<file path="config.mk">
export PLATFORM = sky130hd
export DESIGN_NAME = div_unit
export DESIGN_NICKNAME = d
export VERILOG_FILES = /design/src/rtl/div_pkg.sv /design/src/rtl/div_special_decode.sv /design/src/rtl/div_unit.sv
export SDC_FILE = /design/constraint.sdc
export NUM_CORES = 1
export LEC_CHECK = 0
export BUFFER_PORTS_ARGS = -buffer_cell sky130_fd_sc_hd__buf_2
export CAP_MARGIN = 20
export CORE_MARGIN = 5
export CORE_UTILIZATION = 39
export CTS_CLUSTER_DIAMETER = 30
export DETAILED_ROUTE_END_ITERATION = 16
export REMOVE_ABC_BUFFERS = 1
export SLEW_MARGIN = 20
export SYNTH_ARGS = -nofsm -noshare
export SYNTH_HDL_FRONTEND = slang
export SYNTH_SLANG_ARGS = --single-unit
export TNS_END_PERCENT = 30
</file>
<file path="constraint.sdc">
create_clock -name clk -period 3.75 [get_ports clk]
set_input_delay 0.75 -clock clk [delete_from_list [all_inputs] [get_ports clk]]
set_output_delay 0.75 -clock clk [all_outputs]
set_load 0.02 [all_outputs]
</file>
<file path="src/rtl/div_pkg.sv">
// Shared definitions for the integer divide front-end.
// Holds the operation encoding, the FSM state enum, the decode payload
// passed from div_special_decode to div_unit, and a negate helper.
package div_pkg;

    localparam int unsigned DIV_XLEN = 32;

    // RISC-V M-extension divide/remainder encodings; bit 1 selects remainder,
    // bit 0 selects unsigned.
    typedef enum logic [1:0] {
        OP_DIV  = 2'b00,
        OP_DIVU = 2'b01,
        OP_REM  = 2'b10,
        OP_REMU = 2'b11
    } div_op_e;

    typedef enum logic [2:0] {
        S_IDLE  = 3'd0,
        S_ISSUE = 3'd1,
        S_WAIT  = 3'd2,
        S_DONE  = 3'd3,
        S_DRAIN = 3'd4
    } div_state_e;

    // Everything the FSM needs to capture on accept.
    typedef struct packed {
        logic                is_special;
        logic [DIV_XLEN-1:0] special_result;
        logic [DIV_XLEN-1:0] abs_a;
        logic [DIV_XLEN-1:0] abs_b;
        logic                neg_q;
        logic                neg_r;
    } div_decode_t;

    // Two's-complement negate when n is set.
    function automatic logic [DIV_XLEN-1:0] neg_if(input logic n,
                                                   input logic [DIV_XLEN-1:0] v);
        return n ? (~v + DIV_XLEN'(1)) : v;
    endfunction

endpackage

</file>
<file path="src/rtl/div_special_decode.sv">
// Combinational request decode for div_unit.
// Detects divide-by-zero and signed overflow, produces their architectural
// result, and converts signed operands to magnitudes plus sign fixups.
// Ports:
//   op   : operation (div_op_e encoding)
//   rs1  : dividend
//   rs2  : divisor
//   dec  : decode payload (special flag/result, magnitudes, sign flags)
module div_special_decode
    import div_pkg::*;
(
    input  logic [1:0]          op,
    input  logic [DIV_XLEN-1:0] rs1,
    input  logic [DIV_XLEN-1:0] rs2,
    output div_decode_t         dec
);

    localparam logic [DIV_XLEN-1:0] MIN_NEG = {1'b1, {(DIV_XLEN-1){1'b0}}};

    logic w_signed;
    logic w_is_rem;
    logic w_div_zero;
    logic w_overflow;

    always_comb begin
        w_signed   = (div_op_e'(op) == OP_DIV) || (div_op_e'(op) == OP_REM);
        w_is_rem   = op[1];
        w_div_zero = (rs2 == '0);
        w_overflow = w_signed && (rs1 == MIN_NEG) && (rs2 == '1);

        dec                = '0;
        dec.is_special     = w_div_zero || w_overflow;
        // Divide-by-zero takes priority; overflow cannot coexist with rs2 == 0.
        if (w_div_zero) begin
            dec.special_result = w_is_rem ? rs1 : '1;
        end else if (w_overflow) begin
            dec.special_result = w_is_rem ? '0 : MIN_NEG;
        end
        dec.abs_a = neg_if(w_signed && rs1[DIV_XLEN-1], rs1);
        dec.abs_b = neg_if(w_signed && rs2[DIV_XLEN-1], rs2);
        dec.neg_q = w_signed && (rs1[DIV_XLEN-1] ^ rs2[DIV_XLEN-1]);
        dec.neg_r = w_signed && rs1[DIV_XLEN-1];
    end

endmodule

</file>
<file path="src/rtl/div_unit.sv">
// RISC-V M-extension divide/remainder sequencer around an external unsigned
// base4_divider. Handles special cases locally, issues magnitudes to the
// divider, fixes up signs on return and presents a valid/ready result.
// Ports:
//   clk, rst                       : clock, synchronous active-high reset
//   in_valid/in_ready, op, rs1, rs2: request channel
//   flush                          : abort in-flight operation
//   out_valid/out_ready, result    : response channel
//   div_dividend/div_divisor/div_input_valid     : to base4_divider
//   div_quotient/div_remainder/div_output_valid  : from base4_divider
module div_unit
    import div_pkg::*;
#(
    parameter int unsigned XLEN = 32  // only 32 is supported
) (
    input  logic            clk,
    input  logic            rst,
    input  logic            in_valid,
    output logic            in_ready,
    input  logic [1:0]      op,
    input  logic [XLEN-1:0] rs1,
    input  logic [XLEN-1:0] rs2,
    input  logic            flush,
    output logic            out_valid,
    output logic [XLEN-1:0] result,
    input  logic            out_ready,
    output logic [XLEN-1:0] div_dividend,
    output logic [XLEN-1:0] div_divisor,
    output logic            div_input_valid,
    input  logic [XLEN-1:0] div_quotient,
    input  logic [XLEN-1:0] div_remainder,
    input  logic            div_output_valid
);

    div_state_e  r_state;
    logic        r_is_rem;
    logic        r_neg_q;
    logic        r_neg_r;
    div_decode_t w_dec;
    logic        w_accept;

    div_special_decode u_decode (
        .op  (op),
        .rs1 (rs1),
        .rs2 (rs2),
        .dec (w_dec)
    );

    // Ready is combinational so reset and flush block acceptance immediately.
    assign in_ready = (r_state == S_IDLE) && !rst && !flush;
    assign w_accept = in_valid && in_ready;

    // Sequencer FSM with registered outputs.
    always_ff @(posedge clk) begin
        if (rst) begin
            r_state         <= S_IDLE;
            r_is_rem        <= 1'b0;
            r_neg_q         <= 1'b0;
            r_neg_r         <= 1'b0;
            out_valid       <= 1'b0;
            result          <= '0;
            div_dividend    <= '0;
            div_divisor     <= '0;
            div_input_valid <= 1'b0;
        end else begin
            div_input_valid <= 1'b0;
            case (r_state)
                S_IDLE: begin
                    if (w_accept) begin
                        r_is_rem <= op[1];
                        r_neg_q  <= w_dec.neg_q;
                        r_neg_r  <= w_dec.neg_r;
                        if (w_dec.is_special) begin
                            result    <= w_dec.special_result;
                            out_valid <= 1'b1;
                            r_state   <= S_DONE;
                        end else begin
                            // Operands stay in these registers until the next accept.
                            div_dividend    <= w_dec.abs_a;
                            div_divisor     <= w_dec.abs_b;
                            div_input_valid <= 1'b1;
                            r_state         <= S_ISSUE;
                        end
                    end
                end
                S_ISSUE: begin
                    r_state <= flush ? S_DRAIN : S_WAIT;
                end
                S_WAIT: begin
                    if (div_output_valid) begin
                        if (flush) begin
                            r_state <= S_IDLE;
                        end else begin
                            result <= r_is_rem ? neg_if(r_neg_r, div_remainder)
                                               : neg_if(r_neg_q, div_quotient);
                            out_valid <= 1'b1;
                            r_state   <= S_DONE;
                        end
                    end else if (flush) begin
                        r_state <= S_DRAIN;
                    end
                end
                S_DONE: begin
                    if (flush || out_ready) begin
                        out_valid <= 1'b0;
                        r_state   <= S_IDLE;
                    end
                end
                S_DRAIN: begin
                    // The divider cannot be cancelled; swallow its response.
                    if (div_output_valid) begin
                        r_state <= S_IDLE;
                    end
                end
                default: begin
                    out_valid <= 1'b0;
                    r_state   <= S_IDLE;
                end
            endcase
        end
    end

endmodule

</file>
==> results.yml, run 1 <==
run_status:
  status: "finished clean"
routing:
  wirelength_mm: 27.7
  dr.pass1.iters: 5
  wire_per_inst_microns: 19.1
  vias_per_cell: 5.74
  drt_iter0_drc: 500
  drc_errors: 0
  ant_nets: 0
  via_count: 8320
synth:
  synth.top_cell.area_share: 0.270
  synth_cells: 978
  ys_seq_elements: 104
  async_flop_share: 0
  synth.distinct_cells: 74
  synth_warnings: 0
  synth_area_per_cell_sq_um: 7.89
  synth_area_leader_cell: "dfxtp_1"
  synth_edf_count: 0
  ys.flop_type: "dfxtp_1"
  synth_area_leaders: "dfxtp_1 27%, xnor2_1 11%, a21oi_1 8.7%, a211oi_1 5.2%, a311oi_1 2.8%"
  netlist_area_sq_um: 7710
  yosysSeqAreaShare: 0.270
worst_setup_path:
  path_max_fanout: 42
  cp-start-kind: "input port"
  reg2reg_depth: 5
  crit_family: "simple AND/OR/NAND/NOR gates"
  endpoint_kind: "flip-flop"
  r2r-start: "r_state[1]"
  critPathBufInv: 3
  slowest_delay_ps: 520
  crit_arrival_ps: 3420
  worst_path_max_delay_cell: "or4b_4"
  r2r-end: "div_divisor[12]"
  cp.depth: 10
  crit_path_cell_trace: "buf_2, inv_1, ha_1, or4b_4, nor4_4, nand2_2, o21ai_4, nor2_4, buf_12, a211oi_1"
  path_class: "in -> reg"
  cp-endpoint: "div_divisor[16]"
  worstPathRequired_ps: 4010
  r2r_slack_ps: 1270
  startpoint: "rs1[0]"
cts:
  clkLatencyLatePin_ps: 350
  cts_buffers: 9
  postCtsSetupBuffers: 0
  cts_hold_buffers: 0
  clock_path_buffers: 2
  cts_root_buf: "clkbuf_16"
  h-tree-depth: 3
  cts.sinks: 104
  path_clk_slew_ps: 80
  cts_tree: "done"
  cts_resized: 0
global_route:
  grt_max_degree: 65
  grt_usage: 0.236
  grt_pass1_vias: 7814
  grt_pass1_wl_mm: 42.7
  gr-total-overflow: 0
  antenna_found_initial: 5
place:
  routabilityCongestion: 0.909
  dp_hpwl_mm: 21.3
  postPlaceCellArea_sq_um: 9130
  dpl_worst_slack_ps: 256
  numPortBuffers: 234
timing:
  slew_violations: 0
  skew_ps: 6.53
  rsz0062_at_grt: "false"
  max_slew.worst_pin.slew_ps: 810
  period_needed_ps: 3160
  fin_ws_ps: 593
  final_hold_viol_count: 0
  relSlewSlack: 0.460
  setup_viol: 0
  min_period_over_period: 0.842
  fmax_mhz: 317
  holdWs_ps: 480
die:
  die_w_microns: 151
  die_y_microns: 151
  ios: 235
  dieArea_sq_um: 22700
  core.rowCount: 51
  initial_core_util: 0.396
  core_sq_um: 19500
run:
  drv_cap: 0
pwr:
  p_per_area_nw_per_um2: 300
  vdd_drop_max_v: 0.000181
  leakage_nw: 3.55
finish:
  stdcell_area_sq_um: 9470
  final_cell_mix: "233 x buf_2, 133 x a21oi_1, 104 x dfxtp_1, 94 x xnor2_1, 57 x nor2_1"
  syn_to_final_growth_pct: 22.8
  final_common_cell: "buf_2"
  final_nets: 1316
  drive_gt1_frac: 0.280
min_path:
  min_path_type: "reg -> reg"
==> through the flow <==
step / std cells / setup TNS [ps] / util / total power [mW]
6_report: 1449 / 0 / 0.487 / 2.84
5_1_grt: 1446 / 0 / 0.486 / 2.96
4_1_cts: 1445 / 0 / 0.486 / 2.86
3_5_place_dp: 1429 / 0 / 0.469 / 1.80
3_3_place_gp: 1429 / 0 / 0.469 / 1.80
2_1_floorplan: 904 / -5400 / - / 1.52
==> metal layers <==
layer,track usage,vias to the layer above,wire [microns]
met5,0,-,51
met4,0.0694,8,600
met3,0.0485,39,1970
met2,0.369,292,12500
met1,0.328,3878,12600
li1,-,4103,-
==> sequential cells by signal, summed over array words and instances (netlist names) <==
name,count
div_input_valid,1
r_state,3
r_neg_q,1
out_valid,1
r_neg_r,1
div_divisor,32
result,32
r_is_rem,1
div_dividend,32
==> power breakdown <==
group	leakage, nW	switching [mW]	internal (mW)
clock network	0.165	0.451	0.609
logic	2.54	0.376	0.235
registers	0.845	0.0268	1.14
==> cells by family (layout without fill, tap and decap cells) <==
logic type      after synthesis  after routing  share of synthesized area
flops                       104            104                      0.270
simple gates                272            272                      0.204
compound gates              376            376                      0.326
xor+xnor                    111            111                      0.126
mux                           4              4                    0.00551
buf+inv                     106            308                     0.0607
fa+ha+maj                     5              5                    0.00811
other cells                   0              4                          0
==> cell usage after synthesis, types with 3 or more instances <==
cell,n
a31oi_1,19
a21oi_1,134
buf_1,5
nor4_1,16
o31ai_1,23
nor4_4,3
or4_4,4
a21o_1,4
or2_2,7
nand2_1,52
a311oi_1,25
o211ai_1,13
xnor2_1,94
a211oi_2,10
nand2b_1,12
buf_6,4
or4_1,3
nor2b_1,5
and3_1,5
or3_1,16
a211oi_1,53
nand3_1,12
o22ai_1,4
nor2_1,58
xor2_1,17
ha_1,5
nand4_1,18
a41oi_1,6
o21ai_0,38
o41ai_1,18
buf_2,18
o21a_1,4
inv_1,31
or3b_2,3
clkbuf_1,44
a22oi_1,12
nor3_1,33
dfxtp_1,104
==> worst register-to-register path, cell delays in order (launching register included) <==
cell and delay, ps:
dfxtp_1 440, or3b_2 590, or2_2 410, nor2_4 450, buf_12 280, a211oi_1 160
==> final cells by class <==
type	instances	area [sq um]
fill	2004	9990
antenna	4	10.0
multi-input combinational	768	5190
sequential	104	2080
tap	265	332
timing repair buffer	260	1410
clock inverter	6	90.1
inverter	32	120
clock buffer	10	239
==> worst min-delay path by stage <==
stage	startpoint	endpoint	cells after the start	slack (ps)
3_5_place_dp	out_valid	out_valid	2	470
3_3_place_gp	div_dividend[16]	div_dividend[16]	2	460
4_1_cts	div_dividend[16]	div_dividend[16]	2	480
2_1_floorplan	out_valid	out_valid	2	530
5_1_grt	result[22]	result[22]	2	500
6_report	div_dividend[16]	div_dividend[16]	2	480
Note: power is estimated with default switching activity, not from simulation.
==> run 2: changes to the inputs <==
Clock period 3.75 ns to 3.3 ns, I/O delays scaled along.
==> run 2 against run 1 <==
Compared with the run above: sequential cell count is the same; count of clock-buffer cells in the layout grew 1; critical path depth is the same; combinational power grew 14%; worst setup slack lost 28 ps; clock skew shrank 1.4 ps; first-iteration DRC count grew 0.60%; clock power shrank 5%; sequential share of layout area is essentially flat; worst hold slack lost 8.9 ps; wire length grew 0.56%; critical path type unchanged; critical endpoint is now result[31]; largest power group unchanged.
==> results.yml, run 2 (synthesis results as in run 1) <==
run_status:
  status: "finished clean"
finish:
  syn_to_final_growth_pct: 22.8
  final_common_cell: "buf_2"
  final_cell_mix: "233 x buf_2, 133 x a21oi_1, 104 x dfxtp_1, 94 x xnor2_1, 57 x nor2_1"
  stdcell_area_sq_um: 9480
  fin_cells: 1454
  final_nets: 1322
  drive_gt1_frac: 0.281
  top_regs: "div_dividend: 32 flops, div_divisor: 32 flops, result: 32 flops"
die:
  die_w_microns: 151
  die_y_microns: 151
  dieArea_sq_um: 22700
  core_sq_um: 19500
  core.rowCount: 51
  initial_core_util: 0.396
  ios: 235
timing:
  fmax_mhz: 366
  rsz0062_at_grt: "false"
  final_hold_viol_count: 0
  min_period_over_period: 0.829
  setup_viol: 0
  max_slew.worst_pin.slew_ps: 888
  slew_violations: 0
  period_needed_ps: 2740
  skew_ps: 5.14
  relSlewSlack: 0.407
routing:
  drc_errors: 0
  drt_iter0_drc: 503
  dr.pass1.iters: 5
  wire_per_inst_microns: 19.2
  ant_nets: 0
  vias_per_cell: 5.75
  via_count: 8363
  wirelength_mm: 27.9
pwr:
  total_power_mw: 3.04
  leakage_nw: 3.54
  p_per_area_nw_per_um2: 321
  vdd_drop_max_v: 0.000224
place:
  dp.cells: 1435
  dp_hpwl_mm: 21.3
  postPlaceCellArea_sq_um: 9200
  numPortBuffers: 234
  routabilityCongestion: 0.921
cts:
  cts_root_buf: "clkbuf_16"
  postCtsSetupBuffers: 0
  cts.sinks: 104
  cts_tree: "done"
  cts_hold_buffers: 0
  clkLatencyLatePin_ps: 350
  path_clk_slew_ps: 70
  h-tree-depth: 3
  clock_path_buffers: 2
  cts_resized: 0
  cts_buffers: 9
worst_setup_path:
  reg2reg_depth: 7
  path_max_fanout: 30
  crit_path_cell_trace: "buf_2, inv_1, ha_1, or4b_4, nor4_4, nand2_2, o211ai_2, buf_12, nand2_2, o41ai_2"
  cp-start-kind: "input port"
  crit_top_cell: "nand2_2"
  r2r-start: "r_state[1]"
  r2r_slack_ps: 1050
  worst_path_max_delay_cell: "or4b_4"
  r2r-end: "result[28]"
  worstPathRequired_ps: 3560
  slowest_delay_ps: 520
  endpoint_kind: "flip-flop"
  crit_arrival_ps: 3000
  path_class: "in -> reg"
global_route:
  grt_usage: 0.240
  grt_pass1_vias: 7728
  grt_pass1_wl_mm: 43.2
  grt_max_degree: 65
  gr-total-overflow: 0
  antenna_found_initial: 6
min_path:
  min_path_type: "reg -> reg"
  hold_depth: 2
  hold_end: "out_valid"
  min-delay-start: "out_valid"
run:
  drv_cap: 0
## run 2: where the power goes
group | total, mW | switching (mW) | internal (mW)
sequential | 1.33 | 0.0293 | 1.30
clock | 1.01 | 0.499 | 0.514
combinational | 0.698 | 0.429 | 0.269
## run 2: worst max-delay path, delay by kind of cell
| kind | cells | cell delay (ps) |
|---|---|---|
| AND/OR/NAND/NOR | 4 | 1140 |
| AO/OA/AOI/OAI | 2 | 570 |
| buffers and inverters | 3 | 440 |
| adder cells (fa/ha/maj) | 1 | 190 |
## run 2: layout make-up
cell class | instances | area (sq um)
well taps | 265 | 332
flip-flops and latches | 104 | 2080
clock inverters | 4 | 30.0
fillers | 2002 | 9990
clock buffers | 11 | 233
inverters | 32 | 120
diodes | 4 | 10.0
repair buffers | 266 | 1480
multi-input cells | 768 | 5190
## run 2: worst max path at each step
stage | endpoint | slack, ps | depth (start not counted) | start
2_1_floorplan | out_valid | -730 | 6 | rst
3_3_place_gp | result[31] | 240 | 10 | rs1[0]
3_5_place_dp | result[31] | 200 | 10 | rs1[1]
4_1_cts | result[31] | 560 | 10 | rs1[1]
5_1_grt | result[14] | 350 | 9 | rs2[0]
6_report | result[31] | 560 | 10 | rs1[1]
## run 2: per-layer routing
metal  global-route usage  wire length [microns]  vias up
li1                     -                      -     4108
met1                0.336                  12600     3892
met2                0.376                  12600      324
met3               0.0464                   2060       33
met4               0.0662                    533        6
met5                    0                     46        -
## run 2: through the flow
| step | setup TNS, ps | util | setup slack, ps | hold slack (ps) |
|---|---|---|---|---|
| finish | 0 | 0.487 | 565 | 471 |
| floorplan | -29080 | - | -734 | 535 |
| CTS | 0 | 0.486 | 563 | 475 |
| global placement | 0 | 0.473 | 244 | 457 |
| detailed placement | 0 | 0.473 | 197 | 465 |
| global route | 0 | 0.487 | 353 | 509 |
